==> src/rtl/aes_enc_round_sequencer.sv <==
`default_nettype none
// ============================================================================
// Module  : aes_enc_round_sequencer
// Brief   : Iterative AES encryption control; initial AddRoundKey, then NR
//           rounds through one shared external round datapath.
// Revision: 1.0
// ============================================================================
module aes_enc_round_sequencer #(
    parameter int NR      = 10,
    parameter int TIMEOUT = 64
) (
    input  logic         clk,
    input  logic         reset_n,
    input  logic         in_valid,
    output logic         in_ready,
    input  logic [127:0] in_block,
    output logic         out_valid,
    input  logic         out_ready,
    output logic [127:0] out_block,
    output logic [3:0]   key_idx,
    input  logic         key_vld,
    input  logic [127:0] rk_in,
    output logic         dp_start,
    output logic [127:0] dp_block,
    output logic [127:0] dp_key,
    output logic [3:0]   dp_round,
    output logic         dp_final,
    input  logic         dp_done,
    input  logic [127:0] dp_result,
    output logic         busy,
    output logic         err
);

    localparam int                c_tmo_w    = $clog2(TIMEOUT);
    localparam logic [3:0]        c_nr       = 4'(NR);
    localparam logic [c_tmo_w-1:0] c_tmo_last = c_tmo_w'(TIMEOUT - 1);

    typedef enum logic [2:0] {
        S_IDLE = 3'd0,
        S_KEY0 = 3'd1,
        S_REQ  = 3'd2,
        S_WAIT = 3'd3,
        S_OUT  = 3'd4
    } state_e;

    state_e               state_q, state_d;
    logic [127:0]         state_reg_q, state_reg_d;
    logic [3:0]           round_cnt_q, round_cnt_d;
    logic [c_tmo_w-1:0]   tmo_cnt_q, tmo_cnt_d;

    logic w_last_round;
    logic w_timeout;

    assign w_last_round = (round_cnt_q == c_nr);
    // dp_done in the timeout cycle takes priority, so it suppresses the abort.
    assign w_timeout    = (state_q == S_WAIT) && !dp_done && (tmo_cnt_q == c_tmo_last);

    always_comb begin
        state_d     = state_q;
        state_reg_d = state_reg_q;
        round_cnt_d = round_cnt_q;
        tmo_cnt_d   = tmo_cnt_q;
        case (state_q)
            S_IDLE: begin
                if (in_valid) begin
                    state_reg_d = in_block;
                    round_cnt_d = 4'd0;
                    state_d     = S_KEY0;
                end
            end
            S_KEY0: begin
                if (key_vld) begin
                    state_reg_d = state_reg_q ^ rk_in;
                    round_cnt_d = 4'd1;
                    state_d     = S_REQ;
                end
            end
            S_REQ: begin
                if (key_vld) begin
                    tmo_cnt_d = '0;
                    state_d   = S_WAIT;
                end
            end
            S_WAIT: begin
                if (dp_done) begin
                    state_reg_d = dp_result;
                    if (w_last_round) begin
                        state_d = S_OUT;
                    end else begin
                        round_cnt_d = round_cnt_q + 4'd1;
                        state_d     = S_REQ;
                    end
                end else if (w_timeout) begin
                    state_d = S_IDLE;
                end else begin
                    tmo_cnt_d = tmo_cnt_q + c_tmo_w'(1);
                end
            end
            S_OUT: begin
                if (out_ready) begin
                    state_d = S_IDLE;
                end
            end
            default: state_d = S_IDLE;
        endcase
    end

    always_ff @(posedge clk or negedge reset_n) begin
        if (!reset_n) begin
            state_q     <= S_IDLE;
            state_reg_q <= '0;
            round_cnt_q <= 4'd0;
            tmo_cnt_q   <= '0;
        end else begin
            state_q     <= state_d;
            state_reg_q <= state_reg_d;
            round_cnt_q <= round_cnt_d;
            tmo_cnt_q   <= tmo_cnt_d;
        end
    end

    assign in_ready  = (state_q == S_IDLE);
    assign busy      = (state_q != S_IDLE);
    assign out_valid = (state_q == S_OUT);
    assign out_block = state_reg_q;
    assign dp_block  = state_reg_q;
    assign dp_round  = round_cnt_q;
    assign key_idx   = (state_q == S_REQ) ? round_cnt_q : 4'd0;
    assign dp_start  = (state_q == S_REQ) && key_vld;
    assign dp_key    = dp_start ? rk_in : 128'd0;
    assign dp_final  = dp_start && w_last_round;
    assign err       = w_timeout;

endmodule
`default_nettype wire

==> config.mk <==
export PLATFORM = sky130hd
export DESIGN_NAME = aes_enc_round_sequencer
export DESIGN_NICKNAME = d
export VERILOG_FILES = /design/src/rtl/aes_enc_round_sequencer.sv
export SDC_FILE = /design/constraint.sdc
export NUM_CORES = 1
export LEC_CHECK = 0
export BUFFER_PORTS_ARGS = -buffer_cell sky130_fd_sc_hd__buf_2
export CAP_MARGIN = 25
export CORE_AREA = 5 5 300 302
export CTS_CLUSTER_SIZE = 20
export DETAILED_ROUTE_END_ITERATION = 7
export DIE_AREA = 0 0 305 307
export GPL_TIMING_DRIVEN = 0
export PLACE_DENSITY = 0.37
export RECOVER_POWER = 100
export SLEW_MARGIN = 10
export SYNTH_ARGS = -nofsm -noshare
export SYNTH_HDL_FRONTEND = slang
export SYNTH_SLANG_ARGS = --single-unit
==> constraint.sdc <==
create_clock -name clk -period 1.7 [get_ports clk]
set_input_delay 0.085 -clock clk [delete_from_list [all_inputs] [get_ports clk]]
set_output_delay 0.085 -clock clk [all_outputs]
set_load 0.02 [all_outputs]
Word-level counts from Yosys, hierarchy flattened
Cells that the tools add are included.

Bitwise logic cells: 1. Equality and inequality tests: 15. Muxes and demuxes: 23. Reduce and logical (&&, ||, !) cells: 13. Add/sub/neg operators: 2.

Operators by type and width (number): 128-bit 2-to-1 mux (4); 128-bit one-hot mux with 3 select lines (1); 128-bit bitwise XOR (1); 3-bit 2-to-1 mux (7); 4-bit 2-to-1 mux (5); 6-bit 2-to-1 mux (3); 3-bit one-hot mux with 5 select lines (1); 2-bit inequality test (second input constant) (7); 4-bit one-hot mux with 3 select lines (1); 6-bit one-hot mux with 2 select lines (1); 5-bit AND reduction (2); 4-bit AND reduction (2); 6-bit by 1-bit adder with 6-bit output (second input constant) (1); 3-bit by 2-bit == test with 1-bit output (second input constant) (2); 6-bit == test (second input constant) (1); 3-bit nonzero test (2); 4-bit by 1-bit adder with 4-bit output (second input constant) (1); 4-bit == test (second input constant) (1); 1-bit logical AND (4); 3-bit by 1-bit == test with 1-bit output (second input constant) (1); 3-bit == test (second input constant) (1); 3-bit logical NOT (1); 3-bit inequality test (second input constant) (1); 2-bit by 1-bit inequality test with 1-bit output (second input constant) (1); 2 further kinds (2).

Register bits after elaboration: 141. Input port bits: 390. Output and inout port bits: 398.

Logic depth before layout (Yosys ltp)
Depth after elaboration: 6. Depth in mapped cells: 8.

Worst setup path after synthesis
No wires, ideal clock.

Kind: reg2out. Start: register state_q[2]. End: output port busy. Cell stages (with the launch flop): 6. Path slack: -121 ps. Data arrival time: 1736 ps. Buffers on the path: 3. Required time: 1615 ps. Path through: dfrtp_1 > buf_2 > clkbuf_1 > clkbuf_1 > nor3_1 > inv_1.

Word-level cells in the longest chain between the ends: 1.

Ends and longest elaborated chain: from (decl) (RTL line 46) `state_e state_q, state_d;`; from (signal assigned) (RTL line 115) `state_q <= state_d;`; 3-bit nonzero test (RTL line 123) `assign busy = (state_q != S_IDLE);`; to (decl) (RTL line 30) `output logic busy,`.

No other way between the ends.

Worst setup path after layout
Start: register state_q[1]. End: output port dp_key[71].

Word-level cells in the longest chain between the ends: 3.

Ends and longest elaborated chain: 3-bit by 2-bit == test with 1-bit output (RTL line 129) `assign dp_start = (state_q == S_REQ) && key_vld;`; 1-bit logical AND (RTL line 129); 128-bit 2-to-1 mux (RTL line 130) `assign dp_key = dp_start ? rk_in : 128'd0;`; to (decl) (RTL line 25) `output logic [127:0] dp_key,`.

No other way between the ends.

==> results.cfg <==
[run_status]
failed_checks = setup timing
outcome = finished with violations

[setup_path]
cpLargestDelayFamily = buffers and inverters
critPathRequiredTime_ns = 1.62
cp_data_arrival_time_ns = 2.26
cp_cell_sequence = buf_6, nor3b_4, buf_12, buf_16, buf_16, clkbuf_16, and3_4, buf_6
end_kind = output port
worst_path_max_delay_cell = sky130_fd_sc_hd__dfrtp_1
timing.critical_path.fanout_max = 8
setup.worst_path.start_class = register
path_class = reg2out
cp_slowest_stage_delay_ns = 0.40
crit_buf_inv = 6

[power]
power_density_mw_per_mm2 = 1760
total_power_mw = 44.9
max-vdd-ir-drop_mv = 0.873
static-leakage-power_nw = 10.9

[route]
routed-via-count = 16100
route.final.wire_length_um = 86300
avgRoutedWirePerCell_um = 23.3
detail_route.iter0.violations = 770
ant_nets = 0
drt_first_pass_iters = 5
via_to_cell_ratio = 4.33
drcViolationCount = 0

[synth]
portion_of_the_post_synthesis_area_used_by_sequential_elements_pct = 33.1
synthDistinctLibCells = 44
synth.yosys.warnings = 0
synth-edff-count = 0
syn_inst = 1254
synth-seq-cells = 141
synthArstFlopShare_pct = 100
synthesis.area_per_instance_um2 = 8.50
netlist_area_mm2 = 0.0107
syn-num-nets = 1647
ys_dominant_reg_cell = sky130_fd_sc_hd__dfrtp_1

[sta]
fin_crit_sh_pct = 138
grt_setup_unrepaired = true
slew_headroom_pct = 25.0
finClkSkew_ns = 0.0116
timing_hold_violations_final = 0
setup_ws_ns = -0.643
holdWs_ns = 0.0386
tightestPinTransition_ns = 1.12
drv_slew = 0
setup_viol = 274
period_needed_ns = 2.34
fmax_mhz = 427

[global_routing]
overflow = 0
grt_start_max_net_pins = 76
grtUsageTotal_pct = 16.5
first_global_vias = 16900
grt_first_pass_wirelength_um = 116000
grt_antenna_before_repair = 5

[job]
drv_cap = 0

[floorplan]
num_io_pins = 788
rows = 109
fp.dieH_um = 307
die_width_um = 305
die_outline_area_mm2 = 0.0936
placeableCoreArea_mm2 = 0.0874
start_util_pct = 12.2

[layout]
fillCellCount = 9273
nets = 2926
drive_above_1_share_pct = 49.2
flow.area_growth_from_synthesis_pct = 140

[placement]
port_buffers = 786
dp_hpwl_um = 61200
place_congestion = 0.870

[cts]
worst_skew_pair.late_latency_ns = 0.46
clock_tree.buffer_depth = 2
tritoncts_clock_tree = yes
htree_levels = 4
ctsRootBufferMaster = sky130_fd_sc_hd__clkbuf_16
cts_inserted_buffers = 17
cts_sinks = 141
clkTransAtPathRegs_ns = 0.07

[hold_path]
timing.hold.worst.class = in2reg
[through the flow]
| step | utilization [%] | setup TNS (ns) | cell area [um2] | setup slack [ns] | std cells |
|---|---|---|---|---|---|
| after floorplan | - | 0 | 10700 | 0.000643 | 1254 |
| after global placement | 18.4 | -702.47 | 16100 | -2.61 | 3205 |
| after detailed placement | 18.5 | -214.80 | 16200 | -1.33 | 3211 |
| after CTS | 26.4 | -140.61 | 23100 | -0.734 | 3670 |
| after global routing | 29.2 | -157.82 | 25500 | -0.765 | 3710 |
| final | 29.2 | -132.06 | 25500 | -0.643 | 3711 |
[routing by layer]
metal | vias to the layer above | share of wire, % | wire length, um | GRT usage (%)
li1 | 7241 | - | - | -
met5 | - | 0 | 0 | 0
met2 | 683 | 51 | 43600 | 29.6
met3 | 133 | 5.6 | 4880 | 3.99
met4 | 0 | 3.6 | 3100 | 6.17
met1 | 8015 | 40 | 34700 | 19.2
[cells in the mapped netlist (all sizes together), types with 2 or more instances]
master	n	area, um2
a221oi	128	1120
buf	177	1270
nor3	3	15.0
o21ai	129	646
nand3b	2	15.0
nand3	2	10.0
nand2	9	33.8
and2	5	31.3
nor2b	2	12.5
mux2	3	33.8
nor2	132	495
nor3b	131	993
a311oi	2	17.5
nor4b	2	17.5
mux2i	5	50.1
o31ai	129	968
dfrtp	141	3530
a31oi	2	12.5
inv	6	22.5
a21oi	4	23.8
clkbuf	85	319
ha	3	37.5
nand2b	6	37.5
o211ai	2	15.0
and3	131	820
[worst reg2reg max path: stages (launching register included)]
cell and delay, ns:
sky130_fd_sc_hd__dfrtp_1 0.43, sky130_fd_sc_hd__buf_6 0.13, sky130_fd_sc_hd__buf_6 0.12, sky130_fd_sc_hd__buf_6 0.12
sky130_fd_sc_hd__nor3b_4 0.23, sky130_fd_sc_hd__a21oi_4 0.06, sky130_fd_sc_hd__or2_1 0.25, sky130_fd_sc_hd__buf_12 0.15
sky130_fd_sc_hd__buf_12 0.14, sky130_fd_sc_hd__buf_16 0.15, sky130_fd_sc_hd__buf_6 0.14, sky130_fd_sc_hd__buf_12 0.12
sky130_fd_sc_hd__o21ai_1 0.15
[sequential cells by signal, summed over array words and instances, names as in the netlist]
name,flops
dp_round,4
tmo_cnt_q,6
dp_block,128
state_q,3
[layout make-up]
| type | instances | area (um2) | share of cell area [%] |
|---|---|---|---|
| inverter | 6 | 25.0 | 0.0980 |
| timing repair buffer | 1266 | 9800 | 38.4 |
| tap | 1165 | 1460 | 5.71 |
| buffer | 256 | 2470 | 9.68 |
| antenna | 1 | 2.50 | 0.00980 |
| sequential | 141 | 3530 | 13.8 |
| multi-input combinational | 845 | 7590 | 29.7 |
| clock inverter | 10 | 211 | 0.828 |
| clock buffer | 21 | 450 | 1.76 |
[logic make-up (layout without fill, tap and decap cells)]
family	Yosys count	in the layout	synth area share, %
AND/OR/NAND/NOR	429	429	23.5
flip-flops	141	141	33.1
multiplexers	8	8	0.786
AO/OA/AOI/OAI	405	405	27.1
other	0	1	0
buffers and inverters	268	1559	15.1
adder cells (fa/ha/maj)	3	3	0.352
[report_power, final]
part / total, mW / internal (mW) / switching [mW]
registers: 7.47 / 4.94 / 2.53
clock network: 4.54 / 2.79 / 1.75
logic: 32.9 / 15.0 / 17.8
[cell usage in the layout, fill, tap and decap left out, types with 11 or more instances in the layout]
cell type	Yosys	routed
sky130_fd_sc_hd__a221oi_1	128	75
sky130_fd_sc_hd__dfrtp_1	141	140
sky130_fd_sc_hd__buf_12	0	44
sky130_fd_sc_hd__clkbuf_2	0	13
sky130_fd_sc_hd__buf_4	131	150
sky130_fd_sc_hd__nor2_1	132	130
sky130_fd_sc_hd__o31ai_4	0	25
sky130_fd_sc_hd__and3_4	0	97
sky130_fd_sc_hd__nor3b_1	129	102
sky130_fd_sc_hd__a221oi_4	0	11
sky130_fd_sc_hd__buf_6	9	147
sky130_fd_sc_hd__clkbuf_4	0	36
sky130_fd_sc_hd__and3_1	131	33
sky130_fd_sc_hd__buf_8	0	22
sky130_fd_sc_hd__buf_2	36	430
sky130_fd_sc_hd__nor3b_2	2	22
sky130_fd_sc_hd__a221oi_2	0	42
sky130_fd_sc_hd__clkbuf_1	85	259
sky130_fd_sc_hd__o31ai_2	0	42
sky130_fd_sc_hd__dlygate4sd3_1	0	383
sky130_fd_sc_hd__o31ai_1	129	62
sky130_fd_sc_hd__o21ai_1	119	56
sky130_fd_sc_hd__o21ai_2	0	64
sky130_fd_sc_hd__clkbuf_16	0	46
[final timing paths]
| path | startpoint | endpoint | slack, ns | cells past startpoint |
|---|---|---|---|---|
| max in group asynchronous | reset_n | dp_block[22] | 0.25 | 3 |
| max reg2reg | state_q[0] | dp_block[2] | -0.58 | 12 |
| min reg2reg | tmo_cnt_q[1] | tmo_cnt_q[1] | 0.54 | 1 |
| min in group asynchronous | reset_n | dp_block[84] | 0.34 | 2 |
| min | rk_in[96] | dp_block[96] | 0.04 | 4 |
| max | state_q[1] | dp_key[71] | -0.64 | 8 |
[what timing repair did]
action                                  in CTS  in global routing
hold endpoints to repair                   195                  0
hold buffers                               383                  0
gates cloned                                14                 19
resized for setup                          504                547
endpoints found under the setup margin     275                278
buffers inserted                            34                 32
pin swaps                                   46                 94
(Power assumes the default switching activity.)
